[src/rtl/illegal_instruction_pipe_if.sv]
`default_nettype none
// +--------------------------------------------------------------------------+
// | illegal_instruction_pipe_if : fetch-side and decode-side handshake bundle |
// | Revision: 1.0                                                            |
// +--------------------------------------------------------------------------+
interface illegal_instruction_pipe_if #(
    parameter int ID_W = 3
) ();
    logic            in_valid;
    logic            in_ready;
    logic [31:0]     in_instruction;
    logic [ID_W-1:0] in_id;
    logic            out_valid;
    logic            out_ready;
    logic [31:0]     out_instruction;
    logic [ID_W-1:0] out_id;
    logic            out_illegal;
    logic [2:0]      out_class;

    modport master (
        output in_valid, in_instruction, in_id, out_ready,
        input  in_ready, out_valid, out_instruction, out_id, out_illegal, out_class
    );

    modport slave (
        input  in_valid, in_instruction, in_id, out_ready,
        output in_ready, out_valid, out_instruction, out_id, out_illegal, out_class
    );
endinterface
`default_nettype wire

[src/rtl/illegal_instruction_pipe.sv]
`default_nettype none
// +--------------------------------------------------------------------------+
// | illegal_instruction_pipe : back-pressurable RV32 legality classifier     |
// | with first-illegal capture and saturating illegal counter. Revision: 1.0 |
// +--------------------------------------------------------------------------+
module illegal_instruction_pipe #(
    parameter int PIPE_STAGES    = 2,
    parameter int ID_W           = 3,
    parameter int RCA_NUM_FUNCT7 = 8,
    parameter int COUNT_W        = 16
) (
    input  logic                      clk,
    input  logic                      rst,
    input  logic                      flush_i,
    input  logic [5:0]                ext_enable_i,
    illegal_instruction_pipe_if.slave pipe_if,
    input  logic                      capture_clear_i,
    input  logic                      count_clear_i,
    output logic                      capture_valid_o,
    output logic [31:0]               capture_instruction_o,
    output logic [ID_W-1:0]           capture_id_o,
    output logic [COUNT_W-1:0]        illegal_count_o
);

    localparam int               c_last      = PIPE_STAGES - 1;
    localparam logic [7:0]       c_rca_limit = 8'(RCA_NUM_FUNCT7);
    localparam logic [COUNT_W-1:0] c_count_max = '1;
    localparam logic [2:0] c_cls_base = 3'd0;
    localparam logic [2:0] c_cls_mul  = 3'd1;
    localparam logic [2:0] c_cls_div  = 3'd2;
    localparam logic [2:0] c_cls_amo  = 3'd3;
    localparam logic [2:0] c_cls_sys  = 3'd4;
    localparam logic [2:0] c_cls_rca  = 3'd5;
    localparam logic [2:0] c_cls_ill  = 3'd7;

    // Anything not explicitly recognised (or recognised but disabled) falls to c_cls_ill.
    function automatic logic [2:0] classify(input logic [31:0] ins, input logic [5:0] en);
        logic [6:0] f7;
        logic [2:0] f3;
        logic [2:0] cls;
        f7  = ins[31:25];
        f3  = ins[14:12];
        cls = c_cls_ill;
        case (ins[6:0])
            7'b0110111, 7'b0010111, 7'b1101111: cls = c_cls_base;
            7'b1100111: if (f3 == 3'b000) cls = c_cls_base;
            7'b1100011: if (f3 != 3'b010 && f3 != 3'b011) cls = c_cls_base;
            7'b0000011: if (f3 != 3'b011 && f3 != 3'b110 && f3 != 3'b111) cls = c_cls_base;
            7'b0100011: if (!f3[2] && f3 != 3'b011) cls = c_cls_base;
            7'b0010011: begin
                if (f3 == 3'b001) begin
                    if (f7 == 7'b0000000) cls = c_cls_base;
                end else if (f3 == 3'b101) begin
                    if (f7 == 7'b0000000 || f7 == 7'b0100000) cls = c_cls_base;
                end else begin
                    cls = c_cls_base;
                end
            end
            7'b0110011: begin
                if (f7 == 7'b0000000) begin
                    cls = c_cls_base;
                end else if (f7 == 7'b0100000) begin
                    if (f3 == 3'b000 || f3 == 3'b101) cls = c_cls_base;
                end else if (f7 == 7'b0000001) begin
                    if (!f3[2]) begin
                        if (en[0]) cls = c_cls_mul;
                    end else if (en[1]) begin
                        cls = c_cls_div;
                    end
                end
            end
            7'b0001111: if (f3[2:1] == 2'b00) cls = c_cls_base;
            7'b1110011: begin
                if (f3 != 3'b000 && f3 != 3'b100) begin
                    cls = c_cls_base;
                end else if (ins == 32'h00000073 || ins == 32'h00100073 || ins == 32'h30200073) begin
                    if (en[3]) cls = c_cls_sys;
                end else if (ins == 32'h10200073 || ins == 32'h10500073 ||
                             (f3 == 3'b000 && f7 == 7'b0001001 && ins[11:7] == 5'd0)) begin
                    if (en[4]) cls = c_cls_sys;
                end
            end
            7'b0101111: begin
                if (f3 == 3'b010 && en[2]) begin
                    case (ins[31:27])
                        5'b00010: if (ins[24:20] == 5'd0) cls = c_cls_amo;
                        5'b00011, 5'b00001, 5'b00000, 5'b00100, 5'b01100,
                        5'b01000, 5'b10000, 5'b10100, 5'b11000, 5'b11100: cls = c_cls_amo;
                        default: cls = c_cls_ill;
                    endcase
                end
            end
            7'b0101011: if (!f3[2] && en[5] && ({1'b0, f7} < c_rca_limit)) cls = c_cls_rca;
            default: cls = c_cls_ill;
        endcase
        return cls;
    endfunction

    logic [PIPE_STAGES-1:0] valid_q;
    logic [PIPE_STAGES-1:0] valid_d;
    logic [PIPE_STAGES-1:0] stage_ready;
    logic [31:0]            instr_q [PIPE_STAGES];
    logic [31:0]            instr_d [PIPE_STAGES];
    logic [ID_W-1:0]        id_q    [PIPE_STAGES];
    logic [ID_W-1:0]        id_d    [PIPE_STAGES];
    logic [2:0]             class_q [PIPE_STAGES];
    logic [2:0]             class_d [PIPE_STAGES];

    // ext_enable is folded into the class at accept, so later enable changes cannot touch in-flight entries.
    assign valid_d[0] = pipe_if.in_valid;
    assign instr_d[0] = pipe_if.in_instruction;
    assign id_d[0]    = pipe_if.in_id;
    assign class_d[0] = classify(pipe_if.in_instruction, ext_enable_i);

    for (genvar k = 1; k < PIPE_STAGES; k++) begin : g_link
        assign valid_d[k] = valid_q[k-1];
        assign instr_d[k] = instr_q[k-1];
        assign id_d[k]    = id_q[k-1];
        assign class_d[k] = class_q[k-1];
    end

    // Stage k can move when any stage from k to the tail has a hole, or the consumer takes the tail.
    for (genvar k = 0; k < PIPE_STAGES; k++) begin : g_ready
        assign stage_ready[k] = pipe_if.out_ready || (valid_q[PIPE_STAGES-1:k] != '1);
    end

    always_ff @(posedge clk) begin
        if (rst) begin
            valid_q <= '0;
            for (int k = 0; k < PIPE_STAGES; k++) begin
                instr_q[k] <= '0;
                id_q[k]    <= '0;
                class_q[k] <= '0;
            end
        end else begin
            for (int k = 0; k < PIPE_STAGES; k++) begin
                if (flush_i) begin
                    valid_q[k] <= 1'b0;
                end else if (stage_ready[k]) begin
                    valid_q[k] <= valid_d[k];
                    if (valid_d[k]) begin
                        instr_q[k] <= instr_d[k];
                        id_q[k]    <= id_d[k];
                        class_q[k] <= class_d[k];
                    end
                end
            end
        end
    end

    logic out_illegal;
    logic ill_handshake;

    assign out_illegal             = (class_q[c_last] == c_cls_ill);
    assign pipe_if.in_ready        = stage_ready[0] && !flush_i;
    assign pipe_if.out_valid       = valid_q[c_last];
    assign pipe_if.out_instruction = instr_q[c_last];
    assign pipe_if.out_id          = id_q[c_last];
    assign pipe_if.out_class       = class_q[c_last];
    assign pipe_if.out_illegal     = out_illegal;
    assign ill_handshake           = valid_q[c_last] && pipe_if.out_ready && out_illegal;

    logic                capture_valid_q;
    logic [31:0]         capture_instr_q;
    logic [ID_W-1:0]     capture_id_q;
    logic [COUNT_W-1:0]  count_q;

    always_ff @(posedge clk) begin
        if (rst) begin
            capture_valid_q <= 1'b0;
            capture_instr_q <= '0;
            capture_id_q    <= '0;
            count_q         <= '0;
        end else begin
            // A clear in the same cycle as an illegal retire hands the slot straight to the new one.
            if (ill_handshake && (!capture_valid_q || capture_clear_i)) begin
                capture_valid_q <= 1'b1;
                capture_instr_q <= instr_q[c_last];
                capture_id_q    <= id_q[c_last];
            end else if (capture_clear_i) begin
                capture_valid_q <= 1'b0;
            end

            if (count_clear_i) begin
                count_q <= ill_handshake ? COUNT_W'(1) : '0;
            end else if (ill_handshake && count_q != c_count_max) begin
                count_q <= count_q + COUNT_W'(1);
            end
        end
    end

    assign capture_valid_o       = capture_valid_q;
    assign capture_instruction_o = capture_instr_q;
    assign capture_id_o          = capture_id_q;
    assign illegal_count_o       = count_q;

endmodule
`default_nettype wire
[src/flat_wrapper.sv]
// flat-port wrapper written by rule: the top's interface ports become plain ports
module illegal_instruction_pipe_flat 
#(
    parameter int PIPE_STAGES    = 2,
    parameter int ID_W           = 3,
    parameter int RCA_NUM_FUNCT7 = 8,
    parameter int COUNT_W        = 16
)
  (clk, rst, flush_i, ext_enable_i, capture_clear_i, count_clear_i, capture_valid_o, capture_instruction_o, capture_id_o, illegal_count_o, pipe_if_in_valid, pipe_if_in_instruction, pipe_if_in_id, pipe_if_out_ready, pipe_if_in_ready, pipe_if_out_valid, pipe_if_out_instruction, pipe_if_out_id, pipe_if_out_illegal, pipe_if_out_class);
  illegal_instruction_pipe_if #(.ID_W(ID_W)) pipe_if_i ();
  input  logic clk;
  input  logic rst;
  input  logic flush_i;
  input  logic [5:0] ext_enable_i;
  input  logic capture_clear_i;
  input  logic count_clear_i;
  output logic capture_valid_o;
  output logic [31:0] capture_instruction_o;
  output logic [ID_W-1:0] capture_id_o;
  output logic [COUNT_W-1:0] illegal_count_o;
  input wire logic [$bits(pipe_if_i.in_valid)-1:0] pipe_if_in_valid;
  input wire logic [$bits(pipe_if_i.in_instruction)-1:0] pipe_if_in_instruction;
  input wire logic [$bits(pipe_if_i.in_id)-1:0] pipe_if_in_id;
  input wire logic [$bits(pipe_if_i.out_ready)-1:0] pipe_if_out_ready;
  output wire logic [$bits(pipe_if_i.in_ready)-1:0] pipe_if_in_ready;
  output wire logic [$bits(pipe_if_i.out_valid)-1:0] pipe_if_out_valid;
  output wire logic [$bits(pipe_if_i.out_instruction)-1:0] pipe_if_out_instruction;
  output wire logic [$bits(pipe_if_i.out_id)-1:0] pipe_if_out_id;
  output wire logic [$bits(pipe_if_i.out_illegal)-1:0] pipe_if_out_illegal;
  output wire logic [$bits(pipe_if_i.out_class)-1:0] pipe_if_out_class;
  assign pipe_if_i.in_valid = pipe_if_in_valid;
  assign pipe_if_i.in_instruction = pipe_if_in_instruction;
  assign pipe_if_i.in_id = pipe_if_in_id;
  assign pipe_if_i.out_ready = pipe_if_out_ready;
  assign pipe_if_in_ready = pipe_if_i.in_ready;
  assign pipe_if_out_valid = pipe_if_i.out_valid;
  assign pipe_if_out_instruction = pipe_if_i.out_instruction;
  assign pipe_if_out_id = pipe_if_i.out_id;
  assign pipe_if_out_illegal = pipe_if_i.out_illegal;
  assign pipe_if_out_class = pipe_if_i.out_class;
  illegal_instruction_pipe #(.PIPE_STAGES(PIPE_STAGES), .ID_W(ID_W), .RCA_NUM_FUNCT7(RCA_NUM_FUNCT7), .COUNT_W(COUNT_W)) u_core (.clk(clk), .rst(rst), .flush_i(flush_i), .ext_enable_i(ext_enable_i), .pipe_if(pipe_if_i), .capture_clear_i(capture_clear_i), .count_clear_i(count_clear_i), .capture_valid_o(capture_valid_o), .capture_instruction_o(capture_instruction_o), .capture_id_o(capture_id_o), .illegal_count_o(illegal_count_o));
endmodule
[config.mk]
export PLATFORM = sky130hd
export DESIGN_NAME = illegal_instruction_pipe_flat
export DESIGN_NICKNAME = d
export VERILOG_FILES = /design/src/rtl/illegal_instruction_pipe_if.sv /design/src/rtl/illegal_instruction_pipe.sv /design/src/flat_wrapper.sv
export SDC_FILE = /design/constraint.sdc
export NUM_CORES = 1
export LEC_CHECK = 0
export CORE_MARGIN = 2
export CORE_UTILIZATION = 40
export CTS_CLUSTER_DIAMETER = 120
export CTS_CLUSTER_SIZE = 28
export DETAILED_ROUTE_END_ITERATION = 8
export DONT_BUFFER_PORTS = 1
export PLACE_DENSITY = 0.55
export SYNTH_ARGS = -nofsm -noshare
export SYNTH_HDL_FRONTEND = slang
export SYNTH_SLANG_ARGS = --single-unit
[constraint.sdc]
create_clock -name clk -period 3.55 [get_ports clk]
set_input_delay 0.71 -clock clk [delete_from_list [all_inputs] [get_ports clk]]
set_output_delay 0.71 -clock clk [all_outputs]
set_load 0.05 [all_outputs]
# Yosys cells after proc, flatten, opt, wreduce, memory -nomap -nowiden
# Memories as Yosys holds them, arrays and structs flattened.
# Index checks and enable logic that the tools add are counted.
[totals]
reg_bits = 54
mem_bits_rw = 76
input_bits = 48
mem_count = 3
[mem_list]
columns = ["name", "words", "width", "read_ports", "rd_ports_with_merged_regs", "write_ports", "line_no", "rtl"]
rows = [
  ["u_core.instr_q", 2, 32, 2, 0, 2, "illegal_instruction_pipe.sv:102", "logic [31:0] instr_q [PIPE_STAGES];"],
  ["u_core.class_q", 2, 3, 2, 0, 2, "illegal_instruction_pipe.sv:106", "logic [2:0] class_q [PIPE_STAGES];"],
  ["u_core.id_q", 2, 3, 2, 0, 2, "illegal_instruction_pipe.sv:104", "logic [ID_W-1:0] id_q [PIPE_STAGES];"],
]
[classes]
addsub = 1
magnitude_cmp = 1
n_eq_ne = 42
mux = 49
bitwise_logic = 7
n_reduce_logical = 39
[ops]
columns = ["op", "n"]
rows = [
  ["3-bit 2-to-1 mux", 25],
  ["32-bit by 29-bit equality test with 1-bit output (second input constant)", 2],
  ["32-bit 2-to-1 mux", 2],
  ["7-bit by 6-bit equality test with 1-bit output (second input constant)", 6],
  ["3-bit one-hot mux with 11 select lines", 1],
  ["32-bit by 21-bit equality test with 1-bit output (second input constant)", 1],
  ["32-bit by 30-bit equality test with 1-bit output (second input constant)", 1],
  ["32-bit by 7-bit equality test with 1-bit output (second input constant)", 1],
  ["16-bit 2-to-1 mux", 2],
  ["7-bit equality test (second input constant)", 4],
  ["5-bit equality test (second input constant)", 4],
  ["16-bit by 1-bit adder with 16-bit output (second input constant)", 1],
  ["16-bit != test (second input constant)", 1],
  ["1-bit logical AND", 15],
  ["5-bit zero test", 3],
  ["1-bit 2-to-1 mux", 15],
  ["7-bit by 4-bit equality test with 1-bit output (second input constant)", 2],
  ["7-bit by 5-bit equality test with 1-bit output (second input constant)", 2],
  ["5-bit by 2-bit equality test with 1-bit output (second input constant)", 2],
  ["5-bit by 4-bit equality test with 1-bit output (second input constant)", 2],
  ["10-bit OR reduction", 1],
  ["1-bit logical OR", 9],
  ["3-bit != test (second input constant)", 3],
  ["7-bit by 1-bit equality test with 1-bit output (second input constant)", 1],
  ["21 further kinds", 33],
]

# Longest topological paths before layout
[logic_depth]
depth_word = 9
depth_mapped = 7

# Least setup slack after synthesis
# OpenSTA, ideal clock, no wires.
[synth_timing]
kind = "in2reg"
startpoint = "in flush_i"
endpoint = "mem u_core.class_q[1][0], in the netlist u_core.class_q[0][3], enable pin"
setup_time_ns = 0.441
arrival_time_ns = 2.633
path_slack_ns = 0.476
stages = 2
path_cell_list = "nand2b_1 -> o21bai_1"
[synth_rtl]
columns = ["item", "line_no", "rtl"]
rows = [
  ["start, declared", "flat_wrapper.sv:13", "input logic flush_i;"],
  ["end, declared", "illegal_instruction_pipe.sv:106", ""],
]

# Worst setup path in the final report
[layout_timing]
startpoint = "reg u_core.valid_q[1]"
endpoint = "out pipe_if_in_ready"
[layout_via]
elab_chain_len = 3
[layout_rtl]
columns = ["item", "line_no", "rtl"]
rows = [
  ["start, declared", "illegal_instruction_pipe.sv:99", "logic [PIPE_STAGES-1:0] valid_q;"],
  ["start signal, assigned by index", "illegal_instruction_pipe.sv:140", "valid_q[k] <= valid_d[k];"],
  ["2-bit != test", "illegal_instruction_pipe.sv:124", "assign stage_ready[k] = pipe_if.out_ready || (valid_q[PIPE_STAGES-1:k] != '1);"],
  ["1-bit logical OR", "illegal_instruction_pipe.sv:124", ""],
  ["1-bit logical AND", "illegal_instruction_pipe.sv:155", "assign pipe_if.in_ready = stage_ready[0] && !flush_i;"],
  ["end, declared", "flat_wrapper.sv:25", "output wire logic [$bits(pipe_if_i.in_ready)-1:0] pipe_if_in_ready;"],
]
# No other way between the ends.

==> run summary <==
share of cells above drive strength 1 - 9.53%
Syn Nets - 548
Hold Path Stages - 1
Critical-path top delay cell - nor2_1
worst vdd rail ir drop - 0.329 mV
hpwl dp - 8620 µm
DP Cell Count - 658
CP Launch Type - flop
yosys warns - 0
final setup vio count - 0
Leakage - 2.18 nW
fillers - 1228
vias in the first global route - 3556
cells after synthesis - 499
Internal Power - 0.00272 W
dominant cells by area after synthesis - edfxtp_1 42%, dfxtp_1 20%, and2_1 8.9%
Clock Path Buffers - 2
critical path capture point type - output pin
Power, Total - 0.00350 W
WL/cell - 17.5 µm
Most used DFF post-synth - edfxtp_1
Layout Utilization - 46.6%
Via density - 5.16
largest net degree at the start of global routing - 73
most frequent cells in the layout - 83 x nand2_1, 77 x and2_1, 76 x edfxtp_1, 54 x dfxtp_1, 44 x a21oi_1
CTS clock-pin slew for the worst setup and hold paths - 0.05 ns
max-slew violations - 0
hold buffer count at cts - 0
Final Non-Filler Cells - 690
Layout Nets - 550
Slew HR - 28.4%
CP delay by family, top - simple AND/OR/NAND/NOR gates
total CTS buffers - 17
Antenna Cells - 0
dpl cell area - 0.00559 mm²
root buf cell - clkbuf_16
Seq/Total Area, Yosys - 62.4%
Die Wd - 120 µm
Routability Congestion - 0.881
Clk network pwr share - 46.8%
CTS H-tree depth - 4
MaxCap Viol Count - 0
area delta synth->final - 14.0%
fin crit share - 79.8%
worst-margin pin slew - 1.07 ns
CTS tree - yes
Buffers on Ports - 0
crit-path max FO - 5
Req. time, crit path - 2.84 ns
P per Cell Area - 569 mW/mm²
worst skew pair latency - 0.41 ns
Worst EP arrival - 2.12 ns
crit-path cells - buf_4 > nor2b_1 > and2_1 > nor2_1
Synth area leader - edfxtp_1
DRT Wirelength - 12100 µm
post-synthesis register bit count - 130
Reg power frac - 50.4%
Die ar. - 0.0144 mm²
first-pass iteration count of the detailed router - 4
max incr delay on CP - 0.78 ns
skew final - 0.00704 ns
Tot GR Track Use - 17.2%
Initial DRC Count - 283
CTS sink cnt - 130
Synth Area per Inst - 10.8 µm²
worst-case reg-to-reg path depth - 6
Post-DRT Antenna Nets - 0
critical path type - flop to output pin
first-pass GRT wire length - 19100 µm
Max Clock Freq - 0.353 GHz
GRT overflow - 0
post-CTS setup buffers - 0
Final min period - 2.83 ns
Die Y-Extent - 120 µm
Sw Ratio - 22.4%
synthesized cell area - 0.00539 mm²
most common cell after layout, fill and taps aside - nand2_1
NetSw - 0.000783 W
Comb pwr share - 2.8%
post-synth cell types - 49
hold crit path type - primary input to flop
RSZ-0062 raised after global routing - false
status - finished clean
CP Depth - 4
CTS resizes - 0
vias - 3557
ys async rst share - 0%
I/O pin total - 141
initial antenna violation count - 0
Starting Density - 40.9%
area of the core - 0.0132 mm²
final instance area - 0.00615 mm²
Fin. Hold Viols - 0
Final TNS setup - 0 ns
FP Rows - 42
WP buf/inv - 1
area share of the leading cell type in the synthesized netlist - 42.3%
drt drc - 0
EDFF count, synth - 76
[final cells by class]
cell class / count / area [µm²] / area share [%]
Timing Repair Buffer: 8 / 60.1 / 0.976
Sequential cell: 130 / 3360 / 54.7
Clock buffer: 22 / 482 / 7.83
Clock inverter: 10 / 82.6 / 1.34
Multi-Input combinational cell: 341 / 1930 / 31.4
Tap cell: 176 / 220 / 3.58
Inverter: 3 / 11.3 / 0.183
[flip-flops by register name (all words and copies together) (netlist names)]
name                          flops
u_core.id_q                       6
u_core.illegal_count_o           16
u_core.instr_q                   64
u_core.valid_q                    2
u_core.class_q                    6
u_core.capture_valid_o            1
u_core.capture_id_o               3
u_core.capture_instruction_o     32
[stage by stage]
stage / hold WS [ns] / setup slack [ns]
floorplan: 0.489 / 0.476
global placement: 0.504 / 0.706
detailed placement: 0.505 / 0.704
CTS: 0.352 / 0.694
global route: 0.351 / 0.665
finish: 0.373 / 0.718
[power groups by stage]
stage,Combinational [W],Sequential (W),Clock (W)
after global routing,0.000109,0.00177,0.00174
after detailed placement,0.000100,0.00180,0
after global placement,0.0000983,0.00179,0
after floorplan,0.0000765,0.00179,0
final,0.0000984,0.00176,0.00164
after CTS,0.000100,0.00176,0.00167
[cell families (layout without fill, tap and decap cells)]
kind of cell               after synthesis  in the layout  synth area share, %
xor gates and xnor gates                14             14                 2.27
muxes                                    2              2                0.394
DFF                                    130            130                 62.4
buffers and inverters                   28             43                 2.04
AOI/OAI and AO/OA                       68             68                 7.12
adders and majority gates                1              1                0.232
and+or+nand+nor                        256            256                 25.6
[per-layer routing]
metal	share of wire, %	wire, µm	vias to the layer above	track usage, %
met4	0.79	96	0	5.59
met3	8.6	1040	8	6.80
li1	-	-	1745	-
met5	0	0	-	0
met2	46	5620	133	26.5
met1	44	5350	1671	22.0
[path summary, 6_finish.rpt]
kind / slack (ns) / from / endpoint
worst max-delay path: 0.72 / u_core.valid_q[1] / pipe_if_in_ready
worst min-delay path: 0.37 / rst / u_core.illegal_count_o[0]
worst max register to register: 0.82 / u_core.valid_q[1] / u_core.instr_q[0][22]
worst min register to register: 0.52 / u_core.id_q[0][1] / u_core.id_q[0][4]
[Yosys cell counts (2+ instances only)]
cell / count
or4_1: 2
nand4_1: 6
nand2b_1: 3
nand4b_1: 2
a21o_1: 3
edfxtp_1: 76
xnor2_1: 4
buf_2: 4
a21oi_1: 44
dfxtp_1: 54
and3_1: 9
clkbuf_1: 20
o21ai_0: 5
nor3_1: 7
nor2_1: 30
nor4_1: 7
xor2_1: 10
a31oi_1: 3
or3_1: 2
and3b_1: 2
and2_1: 77
o21bai_1: 3
nand3_1: 12
nand2_1: 83
o21ai_1: 2
o211ai_1: 4
inv_1: 3
(Power assumes the default switching activity.)
